<file path="config.mk">
export PLATFORM = sky130hd
export DESIGN_NAME = apb_requester
export DESIGN_NICKNAME = d
export VERILOG_FILES = /design/src/rtl/apb_requester.sv
export SDC_FILE = /design/constraint.sdc
export NUM_CORES = 1
export LEC_CHECK = 0
export CORE_MARGIN = 5
export CORE_UTILIZATION = 40
export CTS_BUF_LIST = sky130_fd_sc_hd__clkbuf_8
export CTS_CLUSTER_DIAMETER = 120
export DETAILED_ROUTE_END_ITERATION = 7
export PLACE_DENSITY = 0.72
export RECOVER_POWER = 100
export SYNTH_ARGS = -nofsm -noshare
export SYNTH_HDL_FRONTEND = slang
export SYNTH_SLANG_ARGS = --single-unit
export TNS_END_PERCENT = 100
</file>
<file path="constraint.sdc">
create_clock -name clk -period 3.7 [get_ports clk]
set_clock_uncertainty 0.05 [all_clocks]
set_input_delay 0.74 -clock clk [delete_from_list [all_inputs] [get_ports clk]]
set_output_delay 0.74 -clock clk [all_outputs]
set_load 0.01 [all_outputs]
</file>
<file path="src/rtl/apb_requester.sv">
// APB-style bus requester: one transfer at a time, host command/response
// ports, wait-state timeout so a silent slave cannot stall the host.
module apb_requester #(
  parameter int addrWidth     = 2,
  parameter int dataWidth     = 8,
  parameter int timeoutCycles = 16
) (
  input  logic                 clk,
  input  logic                 reset,
  input  logic                 cmd_valid,
  output logic                 cmd_ready,
  input  logic                 cmd_write,
  input  logic [addrWidth-1:0] cmd_addr,
  input  logic [dataWidth-1:0] cmd_wdata,
  output logic                 rsp_valid,
  output logic [dataWidth-1:0] rsp_rdata,
  output logic                 rsp_err,
  output logic                 rsp_timeout,
  output logic                 sel,
  output logic                 enable,
  output logic                 write,
  output logic [addrWidth-1:0] addr,
  output logic [dataWidth-1:0] wdata,
  input  logic [dataWidth-1:0] rdata,
  input  logic                 ready,
  input  logic                 slverr
);

  typedef enum logic [1:0] {
    IDLE,
    SETUP,
    ACCESS,
    RESP
  } state_t;

  localparam bit       TimeoutOn = (timeoutCycles != 0);
  localparam logic [7:0] LastWait = 8'(timeoutCycles - 1);

  state_t     state;
  state_t     state_next;
  logic [7:0] wait_cnt;
  logic       timed_out;

  assign timed_out = TimeoutOn && (wait_cnt == LastWait);

  always_ff @(posedge clk or posedge reset) begin
    if (reset) state <= IDLE;
    else       state <= state_next;
  end

  always_comb begin
    state_next = state;
    unique case (state)
      IDLE:   if (cmd_valid) state_next = SETUP;
      SETUP:  state_next = ACCESS;
      ACCESS: if (ready || timed_out) state_next = RESP;
      RESP:   state_next = IDLE;
    endcase
  end

  // Handshake and bus strobes decode straight from the state register.
  assign cmd_ready = (state == IDLE);
  assign sel       = (state == SETUP) || (state == ACCESS);
  assign enable    = (state == ACCESS);
  assign rsp_valid = (state == RESP);

  always_ff @(posedge clk or posedge reset) begin
    if (reset) begin
      write       <= 1'b0;
      addr        <= '0;
      wdata       <= '0;
      wait_cnt    <= '0;
      rsp_rdata   <= '0;
      rsp_err     <= 1'b0;
      rsp_timeout <= 1'b0;
    end else begin
      unique case (state)
        IDLE: begin
          if (cmd_valid) begin
            write <= cmd_write;
            addr  <= cmd_addr;
            wdata <= cmd_wdata;
          end
        end
        SETUP: wait_cnt <= '0;
        ACCESS: begin
          // A ready seen on the timeout edge still completes normally.
          if (ready) begin
            rsp_err     <= slverr;
            rsp_timeout <= 1'b0;
            rsp_rdata   <= write ? '0 : rdata;
          end else if (timed_out) begin
            rsp_err     <= 1'b1;
            rsp_timeout <= 1'b1;
            rsp_rdata   <= '0;
          end else begin
            wait_cnt <= wait_cnt + 8'd1;
          end
        end
        RESP: ;
      endcase
    end
  end

endmodule

</file>
==> results.md, run 1 <==
- The via count of the first global-routing pass is between 1000 and 1500.
- The initial core utilization is 42.2%.
- In the global route stage, overall resource usage came out at around 15%.
- By startpoint and endpoint, the worst setup path is classified as register to primary output.
- For flop-to-flop paths, the worst setup slack is about 1.3 ns.
- The flow ran to the end, but the final reports show violations.
- The ratio of total power to cell area is approximately 750 mW/mm^2.
- The number of buffers on the longest clock path is 2.
- The net switching fraction of the power is 35.1%.
- The highest clock rate is approximately 350 MHz.
- Synthesis produced a netlist with a net count of ~150.
- Setup violations remaining at the end of the flow were counted as 0.
- The number of antenna violations at the first check in global routing is 0.
- The area growth from synthesis to layout is 39.8%.
- TritonCTS built the clock tree.
- The number of sinks on the clock net is 31.
- The register area is about 780 um^2.
- The antenna diode count is 0.
- The critical-path maximum fanout is 18.
- Data on the critical path is required at its endpoint by 2.91 ns.
- The count of final hold-check violations is 0.
- For this run, the register share of the synthesized area comes to between 50% and 60%.
- The length of the first detailed-routing pass in iterations is 4.
- Once layout is complete, the utilization of the core stands at 59.0%.
- The half-perimeter wire length of the detailed placement result is about 2.5 mm.
- After routing the design area is 0.00202 mm^2.
- The number of vias per cell after detailed routing is 5.32.
- The total overflow left after global routing is 0.
- The number of placement rows is 21.
- The ratio of cells with drive above 1 in the final layout is 11.9%.
- The number of nets at the end of the flow is 196.
- The die area is 0.00490 mm^2.
- Summed over all nets, the switching power comes to 531 uW.
- Clock-pin slew was measured on the worst setup and hold paths at around 0.070 ns.
- The clock network accounts for 20.1% of the total power.
- The tool flagged a number of max-cap violations equal to 1.
- Ranked by total cell area, the synthesized netlist is headed by dfrtp_1, mux2_2, a22o_1.
- The total wire length is between 3 and 4 mm.
- The critical path endpoint category is a primary output.
- The via count of the routed design is ~1100.
- Setup repair after global routing left no endpoint under its margin.
- After the first detailed-routing iteration, the DRC count stood at 96.
- The synthesized area divided by synthesized cell count is roughly 12 um^2.
- The floorplan core area is about 0.0034 mm^2.
- Synthesis inferred 31 register bits.
- The worst hold slack is 0.452 ns.
- The critical path goes through inv_1, ha_1, dlygate4sd3_1.
- The routability congestion estimate from global placement is around 0.83.
- The largest net degree at the start of global routing is 32.
- In the final routed layout, each cell accounts on average for between 15 and 20 um.
- The later pin in the worst-skew pair is clocked with a latency of about 0.29 ns.
- The design internal power is approximately 980 uW.
- The number of buffers inserted by hold repair at cts is 0.
- The actual slew at the worst max-slew pin is ~1.7 ns.
- The post-cts repair resize count is 0.
- The area used by multi-input combinational logic is ~570 um^2.
- The fraction of the cycle the final worst path needs is 76.3%.
- Synthesis produced approximately 120 cells.
- Per report_power, the sequential group accounts for between 30 and 40% of the total.
- The floorplan step set the die height to between 70 and 80 um.
- Yosys printed 0 warnings.
- The deepest level of the CTS H-tree is 2.
- The width of the die is 70.0 um.
- The number of inserted filler cells in the final layout is between 200 and 300.
- STA classifies the critical path startpoint as a register.
- Synthesis instantiated 34 different standard cells from the library.
- The arrival time at the worst endpoint is between 2 and 2.5 ns.
- For this design the static power due to leakage is slightly above 0.9 nW.
- The number of clock buffers added by TritonCTS is 5.
- The detail route stage leaves a number of antenna-violating nets equal to 0.
- The relative slew slack is -10.9%.
- For this design, the slowest cell found on the critical path is dlygate4sd3_1.
- The number of max-slew violations in the final report is 32.
- The largest total area in the synthesized netlist belongs to dfrtp_1.
- The critical path's largest stage delay is 0.69 ns.
- The mapped cell area is around 0.0014 mm^2.
- The checks that failed: capacitance limit, slew limit.
- The first global-routing pass estimated between 5 and 6 mm of wire.
- Once placement finished, the instance area stood at just under 0.002 mm^2.
- The largest vdd supply drop is about 0.00054 V.
- The cell sitting at the root of the clock tree is a clkbuf_8.
- The number of top-level pins is 49.
- The total DRC errors in the routed layout is 0.
- Of the total power, combinational logic draws 44.3%.
- The post-layout minimum cycle time is between 2 and 3 ns.
- The top cell type by area accounts for about 54% of the synthesized area.
- The setup fix buffers added after clock tree synthesis is 0.
- In the final timing run, aggregate negative setup slack is 0 ns.
- During placement, the flow inserted port buffers numbering 48.
- The min-delay analysis places its worst path in the category register to register.
power by group through the flow:
stage               Combinational, mW  Clock, mW  Sequential (mW)
global route                    0.732      0.326            0.557
detailed placement              0.733          0            0.550
global placement                0.717          0            0.541
floorplan                       0.350          0            0.591
CTS                             0.737      0.308            0.546
finish                          0.669      0.303            0.538
cells in the final DEF (no fill, tap or decap):
master	count
dfrtp_1	31
dlygate4sd3_1	28
clkdlybuf4s50_1	20
mux2_2	11
nand2_1	8
a22o_1	8
clkbuf_8	7
inv_1	6
a21oi_1	5
nand3_1	5
ha_1	5
nor2b_1	3
nor2_1	3
and4b_1	2
o221ai_1	2
o21ai_0	2
a31oi_1	2
o41ai_1	2
nor4_1	2
a211o_1	2
nor3_1	1
and2_0	1
nand3b_1	1
o31ai_1	1
or4_2	1
o311ai_0	1
a21boi_0	1
a41o_1	1
o211a_1	1
mux2i_1	1
o32a_1	1
nand4_1	1
clkinvlp_4	1
clkbuf_1	1
logic make-up (layout without fill, tap and decap cells):
family	Yosys count	in the layout	synth area share [%]
flip-flops	31	31	53.8
AO/OA/AOI/OAI	29	29	16.3
AND/OR/NAND/NOR	28	28	10.9
multiplexers	12	12	9.29
buffers and inverters	12	63	5.38
adder cells (fa/ha/maj)	5	5	4.34
cell usage after synthesis, drive strengths merged:
master	instances
dfrtp	31
mux2	11
a22o	8
nand2	8
inv	6
a21oi	5
ha	5
nand3	5
buf	3
clkbuf	3
nor2	3
nor2b	3
a211o	2
a31oi	2
and4b	2
nor4	2
o21ai	2
o221ai	2
o41ai	2
a21boi	1
a41o	1
and2	1
mux2i	1
nand3b	1
nand4	1
nor3	1
o211a	1
o311ai	1
o31ai	1
o32a	1
or4	1
state kept, by name, indices dropped and copies added (netlist names):
name / cells
addr: 2
rsp_err: 1
rsp_rdata: 8
rsp_timeout: 1
state: 2
wait_cnt: 8
wdata: 8
write: 1
layer usage:
layer	part of all wire, %	GRT usage (%)	vias up	wire length, um
met3	10	7.89	7	345
met1	41	16.4	550	1380
met4	1.8	6.38	0	59
met5	0	0	-	0
li1	-	-	538	-
met2	47	23.6	43	1580
critical path, delay by kind of cell (launching register included):
family,cells,cell delay (ns)
adder cells (fa/ha/maj),1,0.54
buffers and inverters,2,0.80
flip-flops,1,0.41
final timing paths:
kind / start / endpoint / cells past startpoint
setup / recovery: state[0]$_DFFE_PP0P_ / enable / 3
hold / removal: rsp_rdata[0]$_DFFE_PP0P_ / rsp_rdata[0]$_DFFE_PP0P_ / 1
setup reg to reg: wait_cnt[0]$_DFFE_PP0P_ / rsp_rdata[1]$_DFFE_PP0P_ / 5
hold reg to reg: rsp_rdata[0]$_DFFE_PP0P_ / rsp_rdata[0]$_DFFE_PP0P_ / 1
max in group asynchronous: reset / rsp_rdata[1]$_DFFE_PP0P_ / 3
min in group asynchronous: reset / wait_cnt[1]$_DFFE_PP0P_ / 3
stage by stage:
step                instances  power, mW  setup WS (ns)
floorplan                 117      0.941           1.83
global placement          206       1.26           1.24
detailed placement        206       1.28           1.19
CTS                       214       1.59          0.870
global route              214       1.61          0.756
finish                    214       1.51          0.879
final cells by class:
class / count / area share, %
well taps: 46 / 2.86
inverters: 6 / 1.12
flip-flops and latches: 31 / 38.5
clock buffers: 7 / 4.78
repair buffers: 49 / 24.0
multi-input cells: 74 / 28.4
clock inverters: 1 / 0.372
Note: power is estimated with default switching activity, not from simulation.
==> run 2, diff against run 1 <==
--- a/config.mk
+++ b/config.mk
@@ -10,7 +10,7 @@
 export CTS_BUF_LIST = sky130_fd_sc_hd__clkbuf_8
 export CTS_CLUSTER_DIAMETER = 120
 export DETAILED_ROUTE_END_ITERATION = 7
-export PLACE_DENSITY = 0.72
+export PLACE_DENSITY = 0.75
 export RECOVER_POWER = 100
 export SYNTH_ARGS = -nofsm -noshare
 export SYNTH_HDL_FRONTEND = slang
==> constraint.sdc (replaced) <==
create_clock -name clk -period 2.4 [get_ports clk]
set_clock_uncertainty 0.05 [all_clocks]
set_input_delay 0.48 -clock clk [delete_from_list [all_inputs] [get_ports clk]]
set_output_delay 0.48 -clock clk [all_outputs]
set_load 0.01 [all_outputs]
==> run 2 against run 1 <==
The flow now finishes without violations. Global-route usage increased by 0.21 points. Die area stayed put. Sequential power rose by 55%. Cell count up 0.47%. Critical path depth unchanged. Worst hold slack got worse by 0.0019 ns. Power increased by 53%. Final area grew 0.37%. Via count up 0.35%. Flip-flop and latch count stayed put. Core utilization grew 0.22 points. Critical endpoint is now sel.
==> results.md, run 2 (synthesis results as in run 1) <==
- On the critical path, the stage with the largest delay is an instance of clkdlybuf4s50_1.
- The HPWL after detailed placement is 2.59 mm.
- The floorplan core area is about 0.0034 mm^2.
- Entering global routing, the biggest net connects 32 pins.
- The deepest level of the CTS H-tree is 2.
- The largest registers in the layout are rsp_rdata (8), wait_cnt (8), wdata (8).
- The required time at the endpoint of the critical path is roughly 1.9 ns.
- The worst hold slack is 0.450 ns.
- Along the worst path, the maximum fanout reaches 10.
- Post-CTS timing repair inserted 0 buffers for setup.
- Setup repair after global routing left no endpoint under its margin.
- For this run the aggregate overflow at the end of global routing stands at 0.
- Headroom to the max-slew limit came out at 49.5%.
- In this run the count of I/O pins placed on the die edge is 49.
- Among cell families on the critical path, the largest total delay comes from buffers and inverters.
- The clock drives 31 sinks.
- For this design, the CTS-stage hold fixing added 0 buffers.
- The arrival time at the worst endpoint is approximately 1.8 ns.
- The number of buffers added by the clock tree synthesis step is 5.
- The count of final hold-check violations is 0.
- The clock reaches the later pin of the worst-skew pair after between 0.2 and 0.3 ns.
- The fraction of the cycle the final worst path needs is 95.8%.
- The area growth from synthesis to layout is 40.4%.
- The fraction of met1 tracks used by global routing is around 17%.
- The tool flagged a number of max-cap violations equal to 0.
- The first detailed-routing pass took 4 iterations.
- The number of logic stages on the critical path including buffering is 3.
- Setup violations remaining at the end of the flow were counted as 0.
- The fraction of met3 tracks used by global routing is 3.59%.
- The repair_antennas step left the layout with diodes totalling 0.
- The critical path endpoint category is a primary output.
- Clock-pin slew was measured on the worst setup and hold paths at 0.06 ns.
- The via count of the routed design is 1142.
- The initialized floorplan defines 21 standard-cell rows.
- The post-cts repair resize count is 0.
- The TritonCTS clock tree is built.
- After detailed routing, the number of vias per cell comes to 5.31.
- No sink is reached through more buffers than the 2 on the longest clock path.
- The total DRC errors in the routed layout is 0.
- The width of the die is ~70 um.
- The library cell used most frequently in the layout, excluding fill and tap cells, is dfrtp_1.
- The DRC marker count from the first detailed-route iteration is 34.
- For this run, global-route usage on met2 was measured as between 20% and 30%.
- After the last flow step, the layout net total stands at between 150 and 200.
- In this run the power density over the cells is around 1100 mW/mm^2.
- For this run, the slowest stage of the critical path takes approximately 0.57 ns.
- Clock tree synthesis selected as its root buffer the cell clkbuf_8.
- The worst setup path is of the register to primary output kind.
- The detail route stage leaves a number of antenna-violating nets equal to 0.
- The number of cells on the worst reg-to-reg path is 5.
- For this design the static power due to leakage is 0.931 nW.
- The critical path goes through inv_1, ha_2, clkdlybuf4s50_1.
- The first global-routing pass estimated roughly 5.8 mm of wire.
- The wire length per cell after detailed routing is roughly 16 um.
- Cells with a size suffix above 1 make up approximately 14% of the layout.
- The highest clock rate is 435 MHz.
- The die area is roughly 0.0049 mm^2.
- The overall fraction of global-route tracks in use is between 15 and 20%.
- The top cell types in the final layout, fill and taps aside, are dfrtp_1, dlygate4sd3_1, clkdlybuf4s50_1.
- Measured along the y axis, the die boundary spans roughly 70 um.
- The number of max-slew violations in the final report is 0.
- The initial utilization of the core area, before any placement, comes to ~42%.
- Routability-driven placement finished with a final weighted congestion of ~0.93.
- The startpoint kind of the worst setup timing path is a register.
- The critical path buffer and inverter count is 2.
- The number of I/O port buffers is 48.
- In this run the most used layer during global routing was met2.
- The number of antenna violations at the first check in global routing is 0.
- For the pin with the worst max-slew slack, the measured transition is roughly 0.76 ns.
- The smallest clock period supported by the final layout is computed as between 2 and 2.5 ns.
- The via count of the first global-routing pass is 1176.
- The worst hold-check path type is register to register.
- The number of cells on the worst hold path is 1.
- The routed design has between 3 and 4 mm of wire.
- The run finished with clean final reports.
- The summed negative setup slack over all endpoints is 0 ns.
- The largest vdd supply drop is between 0.0007 and 0.0008 V.
[run 2: worst reg2reg max path, cell delays in order (launching register included)]
cell and delay [ns]:
dfrtp_1 0.45, ha_1 0.29, and4b_1 0.23, and2_0 0.27, o21ai_1 0.56, a22o_1 0.26
[run 2: per-layer routing]
layer | vias up | routed length, um
met5 | - | 0
met4 | 0 | 83
met3 | 8 | 139
met2 | 28 | 1890
met1 | 568 | 1400
li1 | 538 | -
[run 2: stage by stage]
step                      instances  total power, mW  utilization (%)  instance area [um^2]  setup slack [ns]
final                           215             2.31             59.2                  2020             0.101
after global routing            215             2.45             59.2                  2020            0.0578
after CTS                       215             2.42             59.6                  2030            0.0372
after detailed placement        208             1.99             57.0                  1950             0.352
after global placement          208             1.95             57.0                  1950             0.409
after floorplan                 117             1.45                -                  1440             0.586
[run 2: worst paths after layout]
| kind | start | end | slack, ns |
|---|---|---|---|
| setup / recovery | state[1]$_DFFE_PP0P_ | sel | 0.10 |
| hold / removal | wdata[0]$_DFFE_PP0P_ | wdata[0]$_DFFE_PP0P_ | 0.45 |
| setup reg to reg | wait_cnt[0]$_DFFE_PP0P_ | rsp_rdata[3]$_DFFE_PP0P_ | 0.22 |
| hold reg to reg | wdata[0]$_DFFE_PP0P_ | wdata[0]$_DFFE_PP0P_ | 0.45 |
| max in group asynchronous | reset | wdata[4]$_DFFE_PP0P_ | 1.01 |
| min in group asynchronous | reset | wdata[6]$_DFFE_PP0P_ | 0.80 |
[run 2: area by class of cell]
| cell class | instances | area, um^2 |
|---|---|---|
| tap | 46 | 57.6 |
| clock buffer | 6 | 82.6 |
| fill | 298 | 1390 |
| inverter | 6 | 22.5 |
| multi-input combinational | 74 | 579 |
| timing repair buffer | 51 | 500 |
| clock inverter | 1 | 5.00 |
| sequential | 31 | 776 |
[run 2: where the power goes]
group	internal [mW]	switching, mW	total, mW	leakage [nW]
clock network	0.224	0.184	0.408	0.0470
logic	0.556	0.508	1.06	0.490
registers	0.719	0.117	0.836	0.394
total	1.50	0.809	2.31	0.931
